--- config.mk ---
export PLATFORM = sky130hd
export DESIGN_NAME = penalty_score_tracker
export DESIGN_NICKNAME = d
export VERILOG_FILES = /design/src/rtl/game_pkg.sv /design/src/rtl/score_decide.sv /design/src/rtl/penalty_score_tracker.sv
export SDC_FILE = /design/constraint.sdc
export NUM_CORES = 1
export LEC_CHECK = 0
export CAP_MARGIN = 30
export CORE_MARGIN = 3
export CORE_UTILIZATION = 40
export DETAILED_ROUTE_END_ITERATION = 12
export PLACE_DENSITY = 0.74
export RECOVER_POWER = 25
export SETUP_SLACK_MARGIN = 0.4
export SYNTH_ARGS = -nofsm -noshare
export SYNTH_HDL_FRONTEND = slang
export SYNTH_SLANG_ARGS = --single-unit
--- constraint.sdc ---
create_clock -name clk -period 8.9 [get_ports clk]
set_input_delay 2.225 -clock clk [delete_from_list [all_inputs] [get_ports clk]]
set_output_delay 2.225 -clock clk [all_outputs]
set_load 0.1 [all_outputs]
--- src/rtl/game_pkg.sv ---
`default_nettype none
// ============================================================================
//  Module      : game_pkg
//  Description : Shared game-state and score-tracker types and constants
//                for the penalty shootout game.
//  Revision    : 1.0 - initial release with shootout score FSM type
// ============================================================================
package game_pkg;

  // Top-level game state driven by the game-state FSM.
  typedef enum logic [1:0] {
    TITLE   = 2'd0,
    SHOOTER = 2'd1,
    KEEPER  = 2'd2,
    RESULT  = 2'd3
  } g_state;

  // Score tracker phase.
  typedef enum logic [1:0] {
    IDLE    = 2'd0,
    REGULAR = 2'd1,
    SUDDEN  = 2'd2,
    DONE    = 2'd3
  } score_fsm_t;

  // Regulation kicks per side used by the shipping game.
  localparam int MATCH_ROUNDS = 5;

endpackage
`default_nettype wire

--- src/rtl/score_decide.sv ---
`default_nettype none
// ============================================================================
//  Module      : score_decide
//  Description : Combinational match-decision logic. Given post-update scores
//                and kick counts plus the current phase, reports whether the
//                match is decided and who won. Early-decision comparators are
//                only built when SCORE_EARLY_END_EN is defined.
//  Revision    : 1.0 - initial release
// ============================================================================
module score_decide #(
  parameter int ROUNDS  = 5,
  parameter int SCORE_W = 4
) (
  input  logic [SCORE_W-1:0] score_player,
  input  logic [SCORE_W-1:0] score_enemy,
  input  logic [SCORE_W-1:0] kicks_player,
  input  logic [SCORE_W-1:0] kicks_enemy,
  input  logic               sudden,
  output logic               decided,
  output logic               winner
);

  // One extra bit so score + remaining kicks can never overflow.
  localparam int                 c_ext_w  = SCORE_W + 1;
  localparam logic [c_ext_w-1:0] c_rounds = c_ext_w'(ROUNDS);

  logic [c_ext_w-1:0] w_sp;
  logic [c_ext_w-1:0] w_se;
  logic [c_ext_w-1:0] w_kp;
  logic [c_ext_w-1:0] w_ke;
  logic               w_reg_full;
  logic               w_early_p;
  logic               w_early_e;

  assign w_sp = {1'b0, score_player};
  assign w_se = {1'b0, score_enemy};
  assign w_kp = {1'b0, kicks_player};
  assign w_ke = {1'b0, kicks_enemy};

  // Both sides have used up their regulation kicks.
  assign w_reg_full = (w_kp >= c_rounds) && (w_ke >= c_rounds);

`ifdef SCORE_EARLY_END_EN
  logic [c_ext_w-1:0] w_rem_p;
  logic [c_ext_w-1:0] w_rem_e;

  // Remaining regulation kicks, clamped at zero.
  assign w_rem_p = (w_kp >= c_rounds) ? '0 : (c_rounds - w_kp);
  assign w_rem_e = (w_ke >= c_rounds) ? '0 : (c_rounds - w_ke);

  // A side wins early when the other cannot catch up even scoring every kick.
  assign w_early_p = w_sp > (w_se + w_rem_e);
  assign w_early_e = w_se > (w_sp + w_rem_p);
`else
  assign w_early_p = 1'b0;
  assign w_early_e = 1'b0;
`endif

  // Decision priority: sudden-death round compare, then early win, then full regulation.
  always_comb begin
    decided = 1'b0;
    winner  = 1'b0;
    if (sudden) begin
      if ((w_kp == w_ke) && (w_sp != w_se)) begin
        decided = 1'b1;
        winner  = (w_sp > w_se);
      end
    end else if (w_early_p) begin
      decided = 1'b1;
      winner  = 1'b1;
    end else if (w_early_e) begin
      decided = 1'b1;
      winner  = 1'b0;
    end else if (w_reg_full && (w_sp != w_se)) begin
      decided = 1'b1;
      winner  = (w_sp > w_se);
    end
  end

endmodule
`default_nettype wire

--- src/rtl/penalty_score_tracker.sv ---
`default_nettype none
// ============================================================================
//  Module      : penalty_score_tracker
//  Description : Shootout score tracker. Counts goals and kicks per side over
//                ROUNDS regulation rounds, ends the match once decided and
//                runs sudden death after a regulation tie. Optional early
//                decision is enabled with SCORE_EARLY_END_EN.
//  Revision    : 1.0 - initial release
// ============================================================================
module penalty_score_tracker
  import game_pkg::*;
#(
  parameter int ROUNDS  = MATCH_ROUNDS,
  parameter int SCORE_W = 4
) (
  input  logic               clk,
  input  logic               rst,
  input  g_state             game_state,
  input  logic               round_done,
  input  logic               is_scored,
  output logic [SCORE_W-1:0] score_player,
  output logic [SCORE_W-1:0] score_enemy,
  output logic [SCORE_W-1:0] kicks_player,
  output logic [SCORE_W-1:0] kicks_enemy,
  output logic               sudden_death,
  output logic               match_end,
  output logic               match_result
);

  localparam logic [SCORE_W-1:0] c_max_cnt = {SCORE_W{1'b1}};
  localparam logic [SCORE_W-1:0] c_rounds  = SCORE_W'(ROUNDS);
  localparam logic [SCORE_W-1:0] c_one     = SCORE_W'(1);

  score_fsm_t         r_state;
  logic [SCORE_W-1:0] r_score_p;
  logic [SCORE_W-1:0] r_score_e;
  logic [SCORE_W-1:0] r_kicks_p;
  logic [SCORE_W-1:0] r_kicks_e;
  logic               r_sudden;
  logic               r_end;
  logic               r_result;

  logic               w_legal;
  logic               w_kick;
  logic               w_kick_p;
  logic               w_kick_e;
  logic [SCORE_W-1:0] w_score_p_n;
  logic [SCORE_W-1:0] w_score_e_n;
  logic [SCORE_W-1:0] w_kicks_p_n;
  logic [SCORE_W-1:0] w_kicks_e_n;
  logic               w_decided;
  logic               w_winner;
  logic               w_to_sudden;

  // Only SHOOTER and KEEPER are in-match states; anything else aborts.
  assign w_legal  = (game_state == SHOOTER) || (game_state == KEEPER);
  // Kicks are ignored once the match is decided.
  assign w_kick   = round_done && w_legal && (r_state != DONE);
  assign w_kick_p = w_kick && (game_state == SHOOTER);
  assign w_kick_e = w_kick && (game_state == KEEPER);

  // Post-update counters, saturating at all-ones.
  assign w_kicks_p_n = (w_kick_p && (r_kicks_p != c_max_cnt)) ? (r_kicks_p + c_one) : r_kicks_p;
  assign w_kicks_e_n = (w_kick_e && (r_kicks_e != c_max_cnt)) ? (r_kicks_e + c_one) : r_kicks_e;
  assign w_score_p_n = (w_kick_p && is_scored && (r_score_p != c_max_cnt)) ? (r_score_p + c_one) : r_score_p;
  assign w_score_e_n = (w_kick_e && is_scored && (r_score_e != c_max_cnt)) ? (r_score_e + c_one) : r_score_e;

  score_decide #(
    .ROUNDS  (ROUNDS),
    .SCORE_W (SCORE_W)
  ) u_score_decide (
    .score_player (w_score_p_n),
    .score_enemy  (w_score_e_n),
    .kicks_player (w_kicks_p_n),
    .kicks_enemy  (w_kicks_e_n),
    .sudden       (r_state == SUDDEN),
    .decided      (w_decided),
    .winner       (w_winner)
  );

  // Regulation exhausted with level scores hands over to sudden death.
  assign w_to_sudden = (r_state != SUDDEN) && !w_decided &&
                       (w_kicks_p_n >= c_rounds) && (w_kicks_e_n >= c_rounds);

  // Match FSM with registered counters and flags; reset and abort both clear everything.
  always_ff @(posedge clk) begin
    if (rst || !w_legal) begin
      r_state   <= IDLE;
      r_score_p <= '0;
      r_score_e <= '0;
      r_kicks_p <= '0;
      r_kicks_e <= '0;
      r_sudden  <= 1'b0;
      r_end     <= 1'b0;
      r_result  <= 1'b0;
    end else begin
      case (r_state)
        IDLE, REGULAR, SUDDEN: begin
          r_score_p <= w_score_p_n;
          r_score_e <= w_score_e_n;
          r_kicks_p <= w_kicks_p_n;
          r_kicks_e <= w_kicks_e_n;
          if (w_decided) begin
            r_state  <= DONE;
            r_end    <= 1'b1;
            r_result <= w_winner;
            r_sudden <= 1'b0;
          end else if (w_to_sudden) begin
            r_state  <= SUDDEN;
            r_sudden <= 1'b1;
          end else if (r_state == IDLE) begin
            r_state  <= REGULAR;
          end
        end
        DONE: begin
          r_state <= DONE;
        end
        default: begin
          r_state <= IDLE;
        end
      endcase
    end
  end

  assign score_player = r_score_p;
  assign score_enemy  = r_score_e;
  assign kicks_player = r_kicks_p;
  assign kicks_enemy  = r_kicks_e;
  assign sudden_death = r_sudden;
  assign match_end    = r_end;
  assign match_result = r_result;

endmodule
`default_nettype wire

After elaboration in Yosys (flattened, before gate mapping)
Index checks and enable logic that the tools add are counted.

operators by class
  $add $sub $neg = 4
  magnitude comparators = 5
  eq/ne operators = 14
  multiplexer cells = 16
  reductions and logical operators = 25

operator list
  cell                   number
  $ne A4 B4 Y1 const B   5
  $add A4 B1 Y4 const B  4
  $ge A4 B3 Y1 const B   4
  $logic_and A1 B1 Y1    16
  $mux W4                4
  $mux W1                8
  $eq A2 B2 Y1 const B   3
  $mux W2                3
  $eq A2 B1 Y1 const B   2
  $eq A4 B4 Y1           1
  $gt A4 B4 Y1           1
  $ne A2 B2 Y1 const B   2
  $ne A4 B4 Y1           1
  $pmux W2 S2            1
  $reduce_and A2 Y1      2
  $reduce_or A3 Y1       1
  $logic_not A1 Y1       2
  $logic_not A2 Y1       1
  $logic_or A1 B1 Y1     2
  $reduce_bool A2 Y1     1

storage, ports and cells
  register bits = 21
  input port bits = 6
  word-level logic and storage cells = 72

Longest topological paths before layout
  depth after elaboration = 19
  mapped depth = 15
  depth with buffers taken out = 14

Cells and area by module
From an unflattened synthesis, not the netlist that was laid out.

second synthesis, totals
  cells, all modules = 140
  area, all modules = 1287.5 µm²

by module, submodules not included
  module                 instances  cells an instance  area each (µm²)  sequential area each (µm²)
  penalty_score_tracker  1          116                1101.1           420.4
  score_decide           1          24                 186.4            0.0

Worst setup path before layout
No wires, ideal clock.

  path type = in2reg
  from = in game_state[0]
  to = reg r_result, in the netlist match_result
  library setup time = 0.080 ns
  data arrival time = 4.754 ns
  required time = 8.820 ns
  path slack = 4.066 ns
  stages on the path = 15
  path buffers = 1
  cells stage by stage = inv_1 ha_1 nor2b_2 buf_6 and3_2 nand2_1 a31oi_1 nand4_1 xor2_1 ha_1 nand4_1 inv_1 a2111oi_2 a311oi_1 a211oi_2

between the ends
  cells in the longest elaborated chain, start to end = 13
  elaborated cells between the ends (all ways) = 34

RTL lines
  item                                                        line                                                                                   source
  start, declared                                             penalty_score_tracker.sv:18                                                            input g_state game_state,
  $eq A2 B1 Y1 / $eq A2 B2 Y1 (equally long branches)         penalty_score_tracker.sv:56, penalty_score_tracker.sv:59, penalty_score_tracker.sv:60
  $logic_or A1 B1 Y1                                          penalty_score_tracker.sv:56                                                            assign w_legal = (game_state == SHOOTER) || (game_state == KEEPER);
  $logic_and A1 B1 Y1 (2 in series)                           penalty_score_tracker.sv:58                                                            assign w_kick = round_done && w_legal && (r_state != DONE);
  $logic_and A1 B1 Y1 (on tied branches)                      penalty_score_tracker.sv:59, penalty_score_tracker.sv:60
  $logic_and A1 B1 Y1 (on tied branches)                      -
  $mux W4, or another cell as far along                       penalty_score_tracker.sv:63                                                            assign w_kicks_p_n = (w_kick_p && (r_kicks_p != c_max_cnt)) ? (r_kicks_p + c_one) : r_kicks_p;
  $ge A4 B3 Y1, or another cell as far along                  score_decide.sv:41                                                                     assign w_reg_full = (w_kp >= c_rounds) && (w_ke >= c_rounds);
  $logic_and A1 B1 Y1 / $ne A4 B4 Y1 (equally long branches)  score_decide.sv:41, score_decide.sv:64, score_decide.sv:74
  $logic_and A1 B1 Y1 (on tied branches)                      score_decide.sv:74, score_decide.sv:64
  $mux W1 (on tied branches)                                  score_decide.sv:74, score_decide.sv:64
  $mux W1                                                     score_decide.sv:63                                                                     if (sudden) begin
  $reduce_and A2 Y1 (no source line)                          -
  end signal, assigned                                        penalty_score_tracker.sv:106                                                           r_result <= w_winner;
  end, declared                                               penalty_score_tracker.sv:41                                                            logic r_result;

Parallel ways exist; a longest one is shown, timed or not.
A chain may end at the register's enable or synchronous reset.

Final worst setup path
Ends and elaborated chain as after synthesis.

==> flow_metrics.env <==
export IMPL_finalMaxSlewViolations=0
export IMPL_die_y_um=62.4
export IMPL_worstSkewPairLatency_ps=310
export IMPL_synth_warnings=0
export IMPL_port_buffers=24
export IMPL_grt_max_degree=17
export IMPL_die_area_mm2=0.00389
export IMPL_drive_gt1_share_pct=9.38
export IMPL_status="complete, no violations"
export IMPL_synth_top_area_share_pct=33.0
export IMPL_netlist_instances=135
export IMPL_totalWireLength_mm=2.61
export IMPL_wl_per_cell_um=12.9
export IMPL_dpl_instance_area_mm2=0.00155
export IMPL_synth_xor_area_share_pct=8.75
export IMPL_fin_tns_setup_ps=0
export IMPL_crit_type="in2reg"
export IMPL_clk_pin_slew_worst_paths_ps=110
export IMPL_synth_top_cell_by_area="dfxtp_1"
export IMPL_areaGrowthSynthToFinish_pct=21.4
export IMPL_drtPass1Iterations=4
export IMPL_hold_buffers=0
export IMPL_cts_buffers=3
export IMPL_grtUsageTotal_pct=14.7
export IMPL_rows=19
export IMPL_synth_main_ff_cell="dfxtp_1"
export IMPL_setup_viol=0
export IMPL_synth_area_leaders="dfxtp_1 (33%), ha_1 (9.8%), nor2_1 (6.5%)"
export IMPL_cp_start_kind="primary input"
export IMPL_vias_per_cell=5.11
export IMPL_start_util_pct=43.9
export IMPL_layout_nets=177
export IMPL_finalHoldViolCount=0
export IMPL_hpwl_mm=2.02
export IMPL_cts_root_buf="clkbuf_4"
export IMPL_synth_compound_area_share_pct=10.9
export IMPL_critical_path_endpoint_type="flip-flop"
export IMPL_yosysSeqAreaShare_pct=33.0
export IMPL_io_pins=25
export IMPL_htreeDepth=1
export IMPL_core_area_mm2=0.00290
export IMPL_synth_top_family_by_area="simple AND/OR/NAND/NOR gates"
export IMPL_critPathArrivalTime_ps=5700
export IMPL_ys_seq_elements=21
export IMPL_antenna_found_initial=0
export IMPL_drt_iter0_markers=26
export IMPL_clock_sinks=21
export IMPL_p_leak_uw=0.000629
export IMPL_first_global_vias=1007
export IMPL_synth_edf_count=0
export IMPL_syn_area_mm2=0.00127
export IMPL_final_area_mm2=0.00155
export IMPL_syn_num_nets=151
export IMPL_cts_buffer_depth=2
export IMPL_drc=0
export IMPL_routabilityCongestion=0.862
export IMPL_synth_mux_area_share_pct=8.75
export IMPL_die_x_um=62.4
export IMPL_synth_cell_types=39
export IMPL_timing_fmax_mhz=183
export IMPL_rsz0062_at_grt="false"
export IMPL_hold_path_class="reg2reg"
export IMPL_cts_setup_buffers=0
export IMPL_yosys_area_share_simple_pct=26.1
export IMPL_diodes=0
export IMPL_grt_pass1_wl_mm=4.63
export IMPL_synth_area_per_cell_um2=9.43
export IMPL_maxCapViolations=0
export IMPL_finalCriticalPeriod_ps=5460
export IMPL_post_cts_resize_count=0
export IMPL_worstPathMaxFanout=8
export IMPL_worst_slew_pin_slew_ps=984
export IMPL_gr_total_overflow=0
export IMPL_synthAdderAreaFrac_pct=9.83
export IMPL_async_flop_share_pct=0
export IMPL_fin_crit_sh_pct=61.4
export IMPL_slew_headroom_pct=34.2
export IMPL_ant_nets=0
export IMPL_power_density_mw_per_mm2=103
export IMPL_peakVddDrop_v=0.0000500
export IMPL_cts_tree="built"
export IMPL_via_count=1033
export IMPL_required_ps=9140
export IMPL_finalClockSkew_ps=4.37
==> critical path, cell delays in order <==
cell and delay [ps]:
dlygate4sd3_1 550, inv_1 50, ha_1 310, nor2b_1 400, and3_2 280, nand2_1 50
a31oi_1 330, nand4_1 160, xor2_1 240, ha_1 290, nand4_1 90, inv_1 90
a2111oi_2 340, a311oi_1 110, a211oi_2 200
==> state kept, by name, indices dropped and copies added (netlist names) <==
name	flops
kicks_enemy	4
kicks_player	4
match_end	1
match_result	1
r_state	2
score_enemy	4
score_player	4
sudden_death	1
==> final timing paths <==
check             cells past startpoint                     from                   endpoint  slack, ps
hold reg to reg                       1   match_end$_SDFFE_PP0P_     match_end$_SDFFE_PP0P_        480
setup reg to reg                     12  r_state[1]$_SDFFE_PP0P_  match_result$_SDFFE_PP0P_       6210
hold / removal                        1   match_end$_SDFFE_PP0P_     match_end$_SDFFE_PP0P_        480
setup / recovery                     15            game_state[0]  match_result$_SDFFE_PP0P_       3440
==> where the power goes <==
part	switching, uW	total, uW	internal (uW)
Sequential	0.673	95.3	94.6
Clock	29.9	47.4	17.5
Combinational	10.2	16.7	6.51
==> area by class of cell <==
| cell class | count | area [um^2] |
|---|---|---|
| Clock buffer | 4 | 26.3 |
| Sequential cell | 21 | 420 |
| Tap cell | 42 | 52.6 |
| Multi-Input combinational cell | 107 | 791 |
| Timing Repair Buffer | 24 | 240 |
| Inverter | 4 | 15.0 |
| Fill cell | 278 | 1360 |
==> Yosys cell counts, types with 2 or more instances <==
cell / n
and3_1: 3
clkbuf_1: 2
nand2b_1: 5
a21oi_1: 4
dfxtp_1: 21
a31oi_1: 2
o21a_1: 2
xnor2_1: 3
nand3_1: 3
and2_1: 4
a311oi_1: 2
nand2_1: 3
ha_1: 10
nor2b_1: 3
inv_1: 4
xor2_1: 7
mux2i_1: 6
nand4_1: 7
and3_2: 2
nor2_1: 22
mux2_2: 2
==> layout by cell type (no fill, tap or decap), types with 4 or more instances in the layout <==
cell type,instances
clkdlybuf4s50_1,22
inv_1,4
nor2b_1,4
nand2b_1,5
dfxtp_1,21
a21oi_1,4
ha_1,10
xor2_1,7
nand4_1,9
nor2_1,22
and2_1,4
mux2i_1,7
==> metal layers <==
| metal | vias to the layer above | part of all wire [%] | GRT usage [%] | wire length, um |
|---|---|---|---|---|
| met1 | 481 | 49 | 18.4 | 1280 |
| met5 | - | 0 | 0 | 0 |
| met4 | 0 | 2.8 | 9.64 | 74 |
| met2 | 16 | 45 | 22.6 | 1190 |
| met3 | 5 | 2.8 | 2.88 | 74 |
| li1 | 531 | - | - | - |
==> logic make-up (layout without fill, tap and decap cells) <==
family / after synthesis / count (layout)
adder cells (fa/ha/maj): 10 / 10
flip-flops: 21 / 21
AND/OR/NAND/NOR: 59 / 59
multiplexers: 10 / 10
AO/OA/AOI/OAI: 17 / 17
buffers and inverters: 7 / 32
XOR/XNOR: 11 / 11
==> per-stage QoR <==
stage	setup WS, ps	cells	total power, uW	util [%]	hold WS (ps)
after floorplan	4070	135	111	-	508
after global placement	3360	198	115	53.3	464
after detailed placement	3270	198	115	53.3	458
after CTS	3600	202	164	54.2	489
after global routing	3110	202	168	53.3	520
final	3440	202	159	53.3	480
Note: power is estimated with default switching activity, not from simulation.
